$ cat config.mk
export PLATFORM = sky130hd
export DESIGN_NAME = key_press_latch_flat
export DESIGN_NICKNAME = d
export VERILOG_FILES = /design/src/rtl/key_press_latch_if.sv /design/src/rtl/key_press_latch.sv /design/src/flat_wrapper.sv
export SDC_FILE = /design/constraint.sdc
export NUM_CORES = 1
export LEC_CHECK = 0
export CAP_MARGIN = 10
export CORE_UTILIZATION = 40
export DETAILED_ROUTE_END_ITERATION = 12
export GPL_ROUTABILITY_DRIVEN = 0
export PLACE_DENSITY_LB_ADDON = 0.12
export SYNTH_ARGS = -nofsm -noshare
export SYNTH_HDL_FRONTEND = slang
export SYNTH_SLANG_ARGS = --single-unit
$ cat constraint.sdc
create_clock -name MAX10_CLK1_50 -period 3.02 [get_ports MAX10_CLK1_50]
set_input_delay 0.755 -clock MAX10_CLK1_50 [delete_from_list [all_inputs] [get_ports MAX10_CLK1_50]]
set_output_delay 0.755 -clock MAX10_CLK1_50 [all_outputs]
set_load 0.02 [all_outputs]
$ cat src/rtl/key_press_latch_if.sv
// Signal bundle between the push-button front end and the game core.
// Names follow the board-level pin and port names of the xasted core.
interface key_press_latch_if;
  logic [1:0] KEY;
  logic       clr_lost;
  logic       tick;
  logic       pressed_high;
  logic       pressed_low;
  logic [1:0] key_level;
  logic       press_lost;

  modport master (
    output KEY, clr_lost,
    input  tick, pressed_high, pressed_low, key_level, press_lost
  );

  modport slave (
    input  KEY, clr_lost,
    output tick, pressed_high, pressed_low, key_level, press_lost
  );
endinterface

$ cat src/rtl/key_press_latch.sv
// Button front end: synchronise and debounce two active-low keys, turn presses into
// one-shot events held in a single-slot latch, and generate the game tick strobe.
module key_press_latch #(
  parameter int DEBOUNCE_CYCLES = 500000,
  parameter int CNT_W           = 20,
  parameter int TICK_DIV_BIT    = 21
) (
  input  logic             MAX10_CLK1_50,
  input  logic             RST,
  key_press_latch_if.slave bus
);
  localparam int               DIV_W    = TICK_DIV_BIT + 1;
  localparam logic [CNT_W-1:0] CNT_LAST = CNT_W'(DEBOUNCE_CYCLES - 1);

  // One-hot slot encoding: each output is a plain flop bit and both can never be set.
  typedef enum logic [1:0] {
    SLOT_EMPTY = 2'b00,
    SLOT_HIGH  = 2'b01,
    SLOT_LOW   = 2'b10
  } slot_e;

  logic [1:0]       sync1_q, sync1_d;
  logic [1:0]       sync2_q, sync2_d;
  logic [CNT_W-1:0] cnt_q [2];
  logic [CNT_W-1:0] cnt_d [2];
  logic [1:0]       key_level_q, key_level_d;
  logic [1:0]       press_q, press_d;
  logic [DIV_W-1:0] div_q, div_d;
  logic             tick_q, tick_d;
  slot_e            slot_q, slot_d;
  logic             lost_q, lost_d;
  logic             can_load;

  always_comb begin
    // NOTE: every signal written here gets a default first, so no latch is inferred.
    sync1_d     = bus.KEY;
    sync2_d     = sync1_q;
    key_level_d = key_level_q;
    for (int i = 0; i < 2; i++) begin
      cnt_d[i] = '0;
      if (sync2_q[i] != key_level_q[i]) begin
        if (cnt_q[i] == CNT_LAST) key_level_d[i] = sync2_q[i];
        else                      cnt_d[i]       = cnt_q[i] + CNT_W'(1);
      end
    end
    press_d = key_level_q & ~key_level_d;

    div_d  = div_q + DIV_W'(1);
    tick_d = (div_d == '0);

    // The core samples the slot during tick, so a tick frees it for a same-cycle event.
    slot_d   = tick_q ? SLOT_EMPTY : slot_q;
    lost_d   = lost_q & ~bus.clr_lost;
    can_load = tick_q || (slot_q == SLOT_EMPTY);
    if (press_q[0]) begin
      if (can_load) slot_d = SLOT_HIGH;
      else          lost_d = 1'b1;
      if (press_q[1]) lost_d = 1'b1;
    end else if (press_q[1]) begin
      if (can_load) slot_d = SLOT_LOW;
      else          lost_d = 1'b1;
    end
  end

  // NOTE: state flops use non-blocking assignments so every flop samples pre-edge values.
  always_ff @(posedge MAX10_CLK1_50 or posedge RST) begin
    if (RST) begin
      sync1_q     <= 2'b11;
      sync2_q     <= 2'b11;
      for (int i = 0; i < 2; i++) cnt_q[i] <= '0;
      key_level_q <= 2'b11;
      press_q     <= 2'b00;
      div_q       <= '0;
      tick_q      <= 1'b0;
      slot_q      <= SLOT_EMPTY;
      lost_q      <= 1'b0;
    end else begin
      sync1_q     <= sync1_d;
      sync2_q     <= sync2_d;
      for (int i = 0; i < 2; i++) cnt_q[i] <= cnt_d[i];
      key_level_q <= key_level_d;
      press_q     <= press_d;
      div_q       <= div_d;
      tick_q      <= tick_d;
      slot_q      <= slot_d;
      lost_q      <= lost_d;
    end
  end

  assign bus.tick         = tick_q;
  assign bus.pressed_high = slot_q[0];
  assign bus.pressed_low  = slot_q[1];
  assign bus.key_level    = key_level_q;
  assign bus.press_lost   = lost_q;
endmodule

$ cat src/flat_wrapper.sv
// flat-port wrapper written by rule: the top's interface ports become plain ports
module key_press_latch_flat 
#(
  parameter int DEBOUNCE_CYCLES = 500000,
  parameter int CNT_W           = 20,
  parameter int TICK_DIV_BIT    = 21
)
  (MAX10_CLK1_50, RST, bus_KEY, bus_clr_lost, bus_tick, bus_pressed_high, bus_pressed_low, bus_key_level, bus_press_lost);
  key_press_latch_if bus_i ();
  input  logic MAX10_CLK1_50;
  input  logic RST;
  input wire logic [$bits(bus_i.KEY)-1:0] bus_KEY;
  input wire logic [$bits(bus_i.clr_lost)-1:0] bus_clr_lost;
  output wire logic [$bits(bus_i.tick)-1:0] bus_tick;
  output wire logic [$bits(bus_i.pressed_high)-1:0] bus_pressed_high;
  output wire logic [$bits(bus_i.pressed_low)-1:0] bus_pressed_low;
  output wire logic [$bits(bus_i.key_level)-1:0] bus_key_level;
  output wire logic [$bits(bus_i.press_lost)-1:0] bus_press_lost;
  assign bus_i.KEY = bus_KEY;
  assign bus_i.clr_lost = bus_clr_lost;
  assign bus_tick = bus_i.tick;
  assign bus_pressed_high = bus_i.pressed_high;
  assign bus_pressed_low = bus_i.pressed_low;
  assign bus_key_level = bus_i.key_level;
  assign bus_press_lost = bus_i.press_lost;
  key_press_latch #(.DEBOUNCE_CYCLES(DEBOUNCE_CYCLES), .CNT_W(CNT_W), .TICK_DIV_BIT(TICK_DIV_BIT)) u_core (.MAX10_CLK1_50(MAX10_CLK1_50), .RST(RST), .bus(bus_i));
endmodule
==> results of run 1 <==
metrics by stage:
step	hold WS [ns]	utilization (%)	setup slack (ns)	power, mW
2_1_floorplan	0.345	-	0.393	1.06
3_3_place_gp	0.346	44.4	0.870	1.08
3_5_place_dp	0.347	44.4	0.917	1.08
4_1_cts	0.358	46.9	0.730	1.87
5_1_grt	0.357	46.9	0.612	1.92
6_report	0.356	46.9	0.755	1.84
flip-flops by register name (all words and copies together) (netlist names):
signal / flops
u_core.bus.tick: 1
u_core.div_q: 22
u_core.slot_q: 2
u_core.sync1_q: 2
u_core.bus.press_lost: 1
u_core.bus.key_level: 2
u_core.cnt_q: 40
u_core.press_q: 2
u_core.sync2_q: 2
cell usage after synthesis, types with 3 or more instances:
master,number
inv_1,8
and4_1,4
nor3_1,5
nor4_1,6
xnor2_1,32
and3_1,9
nand3_1,18
dfstp_2,6
xor2_1,27
or3_1,3
or2_2,3
nand2_1,24
ha_1,3
a21oi_1,4
o21ai_0,3
and2_1,4
buf_2,4
nand4_1,20
dfrtp_1,68
nor2_1,58
worst paths after layout:
kind                                                to  slack [ns]  cells after the start                               from
setup / recovery                      bus_key_level[0]        0.76                      1  u_core.bus.key_level[0]$_DFF_PP1_
hold / removal             u_core.sync2_q[0]$_DFF_PP1_        0.36                      0        u_core.sync1_q[0]$_DFF_PP1_
setup reg to reg             u_core.bus.tick$_DFF_PP0_        0.88                      7          u_core.div_q[0]$_DFF_PP0_
hold reg to reg            u_core.sync2_q[0]$_DFF_PP1_        0.36                      0        u_core.sync1_q[0]$_DFF_PP1_
max in group asynchronous    u_core.bus.tick$_DFF_PP0_        1.60                      3                                RST
min in group asynchronous   u_core.cnt_q[24]$_DFF_PP0_        0.78                      2                                RST
power breakdown:
part	total [mW]	internal (mW)	switching (mW)	leakage [nW]
Sequential	1.01	1.00	0.00775	0.994
Clock	0.782	0.404	0.378	0.0945
Combinational	0.0505	0.0163	0.0342	0.588
layer usage:
metal  part of all wire [%]  up-vias
met5                      0        -
met4                    1.7        0
met3                    2.5        8
met2                     45       34
met1                     51     1155
li1                       -     1190
area by class of cell:
cell class | count | area, um^2 | share of cell area, %
clock buffers | 10 | 138 | 3.54
inverters | 8 | 30.0 | 0.772
clock inverters | 6 | 66.3 | 1.70
multi-input cells | 249 | 1540 | 39.5
flip-flops and latches | 74 | 1860 | 47.8
well taps | 105 | 131 | 3.38
repair buffers | 12 | 128 | 3.28
layout by cell type (no fill, tap or decap), types with 4 or more instances in the layout:
| master | instances |
|---|---|
| nand3_1 | 18 |
| nand2_1 | 24 |
| dfrtp_1 | 68 |
| inv_1 | 7 |
| nor3_1 | 5 |
| nor2_1 | 58 |
| clkdlybuf4s50_1 | 10 |
| nand4_1 | 20 |
| and2_1 | 4 |
| nor4_1 | 6 |
| xor2_1 | 27 |
| and4_1 | 4 |
| dfstp_2 | 6 |
| a21oi_1 | 4 |
| clkbuf_8 | 10 |
| xnor2_1 | 32 |
| and3_1 | 9 |
cells by family (layout without fill, tap and decap cells):
logic type                 count (synthesis)  count (layout)  share of synthesized area (%)
xor gates and xnor gates                  59              59                           15.0
AOI/OAI and AO/OA                         16              16                           2.93
and+or+nand+nor                          168             168                           24.6
buffers and inverters                     14              36                           1.67
adders and majority gates                  3               3                           1.09
DFF                                       74              74                           53.8
muxes                                      3               3                          0.941
==> reports/metrics.csv, run 1 <==
metric;value;unit
layout-drive-gt1-share;8.91;%
grt_most_used_layer;met2;
synth_seq_cells;74;
synth_edf_count;0;
top_level_ports;11;
port_buffers;10;
dpl-instance-area;3690;um^2
fmax;0.442;GHz
grt_antenna_before_repair;0;
nFillCells;765;
power_density;473;nW/um^2
timing.critical_path.from_type;register;
report.final.slew_viol_count;0;
synthesis.nets;345;
crit_path_top_delay_cell;clkdlybuf4s50_1;
max_slew.worst_pin.slew;0.636;ns
synth-seq-area-share;53.8;%
design.core.area;8300;um^2
outcome;complete, no violations;
pin_count_of_the_biggest_net_entering_global_routing;34;
async_reset_ff_share;100;%
max-clock-path-buffers;2;
first_global_vias;2372;
synth.avg_cell_area;10.3;um^2
synth_cell_types;39;
timing.hold.worst.class;reg2reg;
cts_hold_repair.buffers;0;
crit_path_max_incr_delay;0.61;ns
setup.worst_path.end_class;primary output;
total_routing_resource_utilization_after_global_routing;16.3;%
total_of_cells_resized_after_clock_tree_synthesis;0;
wl_per_cell;13.4;um
postLayoutCellArea;3890;um^2
maximum_vdd_drop;0.000212;V
synth_cells;337;
grt_overflow;0;
unrepaired_setup_endpoints_after_global_routing;false;
clk_root_buf;clkbuf_8;
maximum_fanout_count_along_the_critical_path;4;
maxCapViolations;0;
finalSetupViolations;0;
grt_util_met2;24.8;%
grt_first_pass_wirelength;11.1;mm
syn_to_final_growth;12.6;%
cts_tree;done;
clock_latency_on_the_worst_skew_pair;0.34;ns
sink_count;74;
syn-cell-area;3460;um^2
cts_setup_buffers;0;
detail-route-antenna-nets;0;
final.setup.tns;0;ns
ys.flop_type;dfrtp_1;
crit_buf_inv;1;
worstPathArrival;1.51;ns
layout.cells.non_filler;464;
global_route.usage.met3;3.14;%
design.final.nets;362;
routed_via_density;5.14;
yosysWarnings;0;
critical_path.top_delay_family;buffers and inverters;
post-route-drc-count;0;
drt_iter0_markers;96;
timing.final.crit_share;75.0;%
drt-total-wl;6.22;mm
die_h;95.0;um
synth_largest_type_area_fraction;49.2;%
clock_slew_at_the_register_clock_pins_of_the_worst_setup_and_hold_paths;0.08;ns
dr_total_vias;2387;
detailedRoute.firstPassIterationCount;4;
netlist.top_cell.by_area;dfrtp_1;
synth.area.top_cells;dfrtp_1, xnor2_1, xor2_1, nor2_1, dfstp_2;
die_area;9020;um^2
p_leak;1.68;nW
number_of_buffers_inserted_during_clock_tree_synthesis;9;
crit_type;reg2out;
floorplan.initialDensity;41.6;%
critPathRequiredTime;2.26;ns
worst_slew_margin_rel;57.2;%
grt_util_met1;22.1;%
min_tclk_post_route;2.26;ns
placedCellCount;448;
report.final.hold_viol_count;0;
timing.critical_path.cells;clkdlybuf4s50_1;
clock-skew-final;0.00922;ns
dp_hpwl;4.31;mm
die-width;95.0;um
cts_max_level;3;
diodes;0;
fp-row-count;33;
(Power assumes the default switching activity.)
==> run 2: changes to the inputs <==
Clock period 3.02 ns to 2.3 ns, I/O delays scaled along.
==> run 2 against run 1 <==
  * Cell area rose by 1.3%
  * Total power grew 37%
  * Global-route usage down 0.57 points
  * Sequential share of layout area decreased by 0.61 points
  * Highest routed layer unchanged
==> reports/metrics.csv, run 2 (synthesis results as in run 1) <==
metric;value;unit
cts_setup_buffers;0;
number_of_flip_flops_under_the_largest_register_name;40;
total_of_cells_resized_after_clock_tree_synthesis;0;
hold_ws;0.357;ns
total_switching_power;0.545;mW
layout-drive-gt1-share;9.67;%
timing.hold.worst.class;reg2reg;
drt-total-wl;6.06;mm
register_with_the_most_flip_flops;u_core.cnt_q;
setup.reg_to_reg.worst_slack;0.22;ns
cts_hold_repair.buffers;0;
reg2regPathDepth;6;
setup.worst_path.end_class;primary output;
hold_depth;0;
critical_path.top_delay_family;buffers and inverters;
wl_per_cell;13.0;um
port_buffers;10;
fp-row-count;33;
total_routing_resource_utilization_after_global_routing;15.7;%
die_h;95.0;um
min_tclk_post_route;2.09;ns
setup_ws;0.209;ns
timing.final.crit_share;90.9;%
comb_power_share;2.6;%
first_global_vias;2282;
clk_root_buf;clkbuf_8;
sink_count;74;
p_leak;1.71;nW
drt_iter0_markers;118;
grt_overflow;0;
syn_to_final_growth;14.0;%
postLayoutCoreUtil;47.5;%
grt_first_pass_wirelength;10.7;mm
crit_path_max_incr_delay;0.62;ns
max-clock-path-buffers;2;
final.setup.tns;0;ns
power.sequential.fraction;52.5;%
floorplan.initialDensity;41.6;%
power.clock.fraction;44.9;%
worstPathArrival;1.52;ns
die_area;9020;um^2
dp_hpwl;4.05;mm
clock-skew-final;0.0103;ns
crit_buf_inv;1;
pin_count_of_the_biggest_net_entering_global_routing;75;
dr_total_vias;2344;
cts_max_level;3;
routed_via_density;5.02;
grt_util_met1;22.2;%
maximum_vdd_drop;0.000388;V
unrepaired_setup_endpoints_after_global_routing;false;
cts_tree;done;
holdCritStartpoint;u_core.sync1_q[0]$_DFF_PP1_;
timing.critical_path.cells;clkdlybuf4s50_1;
biggestRegsByFlops;u_core.cnt_q (40), u_core.div_q (22);
report.final.slew_viol_count;0;
maximum_fanout_count_along_the_critical_path;4;
regToRegEndpoint;u_core.bus.tick$_DFF_PP0_;
clock_slew_at_the_register_clock_pins_of_the_worst_setup_and_hold_paths;0.07;ns
diodes;0;
finalSetupViolations;0;
top_level_ports;11;
grt_most_used_layer;met1;
switching_share;21.6;%
outcome;complete, no violations;
design.final.nets;365;
p_int;1.98;mW
max_slew.worst_pin.slew;0.563;ns
crit_path_top_delay_cell;clkdlybuf4s50_1;
design.core.area;8300;um^2
dpl-instance-area;3710;um^2
grt_antenna_before_repair;0;
post-route-drc-count;0;
number_of_buffers_inserted_during_clock_tree_synthesis;9;
leading_cell_types_in_the_layout_fill_and_taps_excluded;dfrtp_1, nor2_1, xnor2_1;
global_route.usage.met3;3.86;%
postLayoutCellArea;3940;um^2
rr_startpoint;u_core.div_q[5]$_DFF_PP0_;
power_density;640;nW/um^2
grt_util_met2;22.2;%
pre_cts_slack;0.223;ns
detail-route-antenna-nets;0;
critPathRequiredTime;1.73;ns
clock_latency_on_the_worst_skew_pair;0.35;ns
worst_slew_margin_rel;62.0;%
crit_type;reg2out;
detailedRoute.firstPassIterationCount;4;
die-width;95.0;um
worstHoldEndpoint;u_core.sync2_q[0]$_DFF_PP1_;
maxCapViolations;0;
fmax;0.478;GHz
final_common_cell;dfrtp_1;
report.final.hold_viol_count;0;
timing.critical_path.from_type;register;
## run 2: changes by cell type in the layout (fill, tap and decap cells not counted), sizes merged
cell      change
buf           +3
bufinv        +1
clkinv        +1
clkinvlp      -1
inv           -1
## run 2: metal layers
layer	up-vias	part of all wire (%)
li1	1195	-
met1	1114	54
met2	26	42
met3	9	2.8
met4	0	1.9
met5	-	0
## run 2: worst register-to-register path: stages, from the launching register on
cell	delay [ns]
dfrtp_1	0.44
or4_1	0.53
a21oi_1	0.13
o21ai_1	0.08
or4_1	0.47
nor4_1	0.18
and3_1	0.19
## run 2: layout make-up
cell class,instances,area (um^2)
multi-input cells,249,1540
fillers,789,4360
clock buffers,10,138
inverters,8,33.8
repair buffers,15,150
clock inverters,6,90.1
well taps,105,131
flip-flops and latches,74,1860
## run 2: stage by stage
step           cells  total power [mW]
6_report         467              2.52
5_1_grt          467              2.64
4_1_cts          467              2.57
3_5_place_dp     451              1.42
3_3_place_gp     451              1.42
2_1_floorplan    337              1.39
## run 2: worst max-delay path by stage
stage                                                  from  cells after the start                         end  slack (ns)
after detailed placement         u_core.cnt_q[12]$_DFF_PP0_                      5  u_core.cnt_q[11]$_DFF_PP0_        0.22
final                     u_core.bus.key_level[1]$_DFF_PP1_                      1            bus_key_level[1]        0.21
after global routing             u_core.cnt_q[12]$_DFF_PP0_                      5  u_core.cnt_q[12]$_DFF_PP0_        0.05
after global placement            u_core.div_q[5]$_DFF_PP0_                      6   u_core.bus.tick$_DFF_PP0_        0.29
after CTS                 u_core.bus.key_level[1]$_DFF_PP1_                      1            bus_key_level[1]        0.18
after floorplan                   u_core.div_q[5]$_DFF_PP0_                      6   u_core.bus.tick$_DFF_PP0_        0.38
## run 2: power groups by stage
stage / clock network (mW) / logic (mW) / registers [mW]
floorplan: 0 / 0.0455 / 1.35
global placement: 0 / 0.0675 / 1.35
detailed placement: 0 / 0.0685 / 1.35
CTS: 1.18 / 0.0687 / 1.33
global route: 1.24 / 0.0764 / 1.33
finish: 1.13 / 0.0645 / 1.33
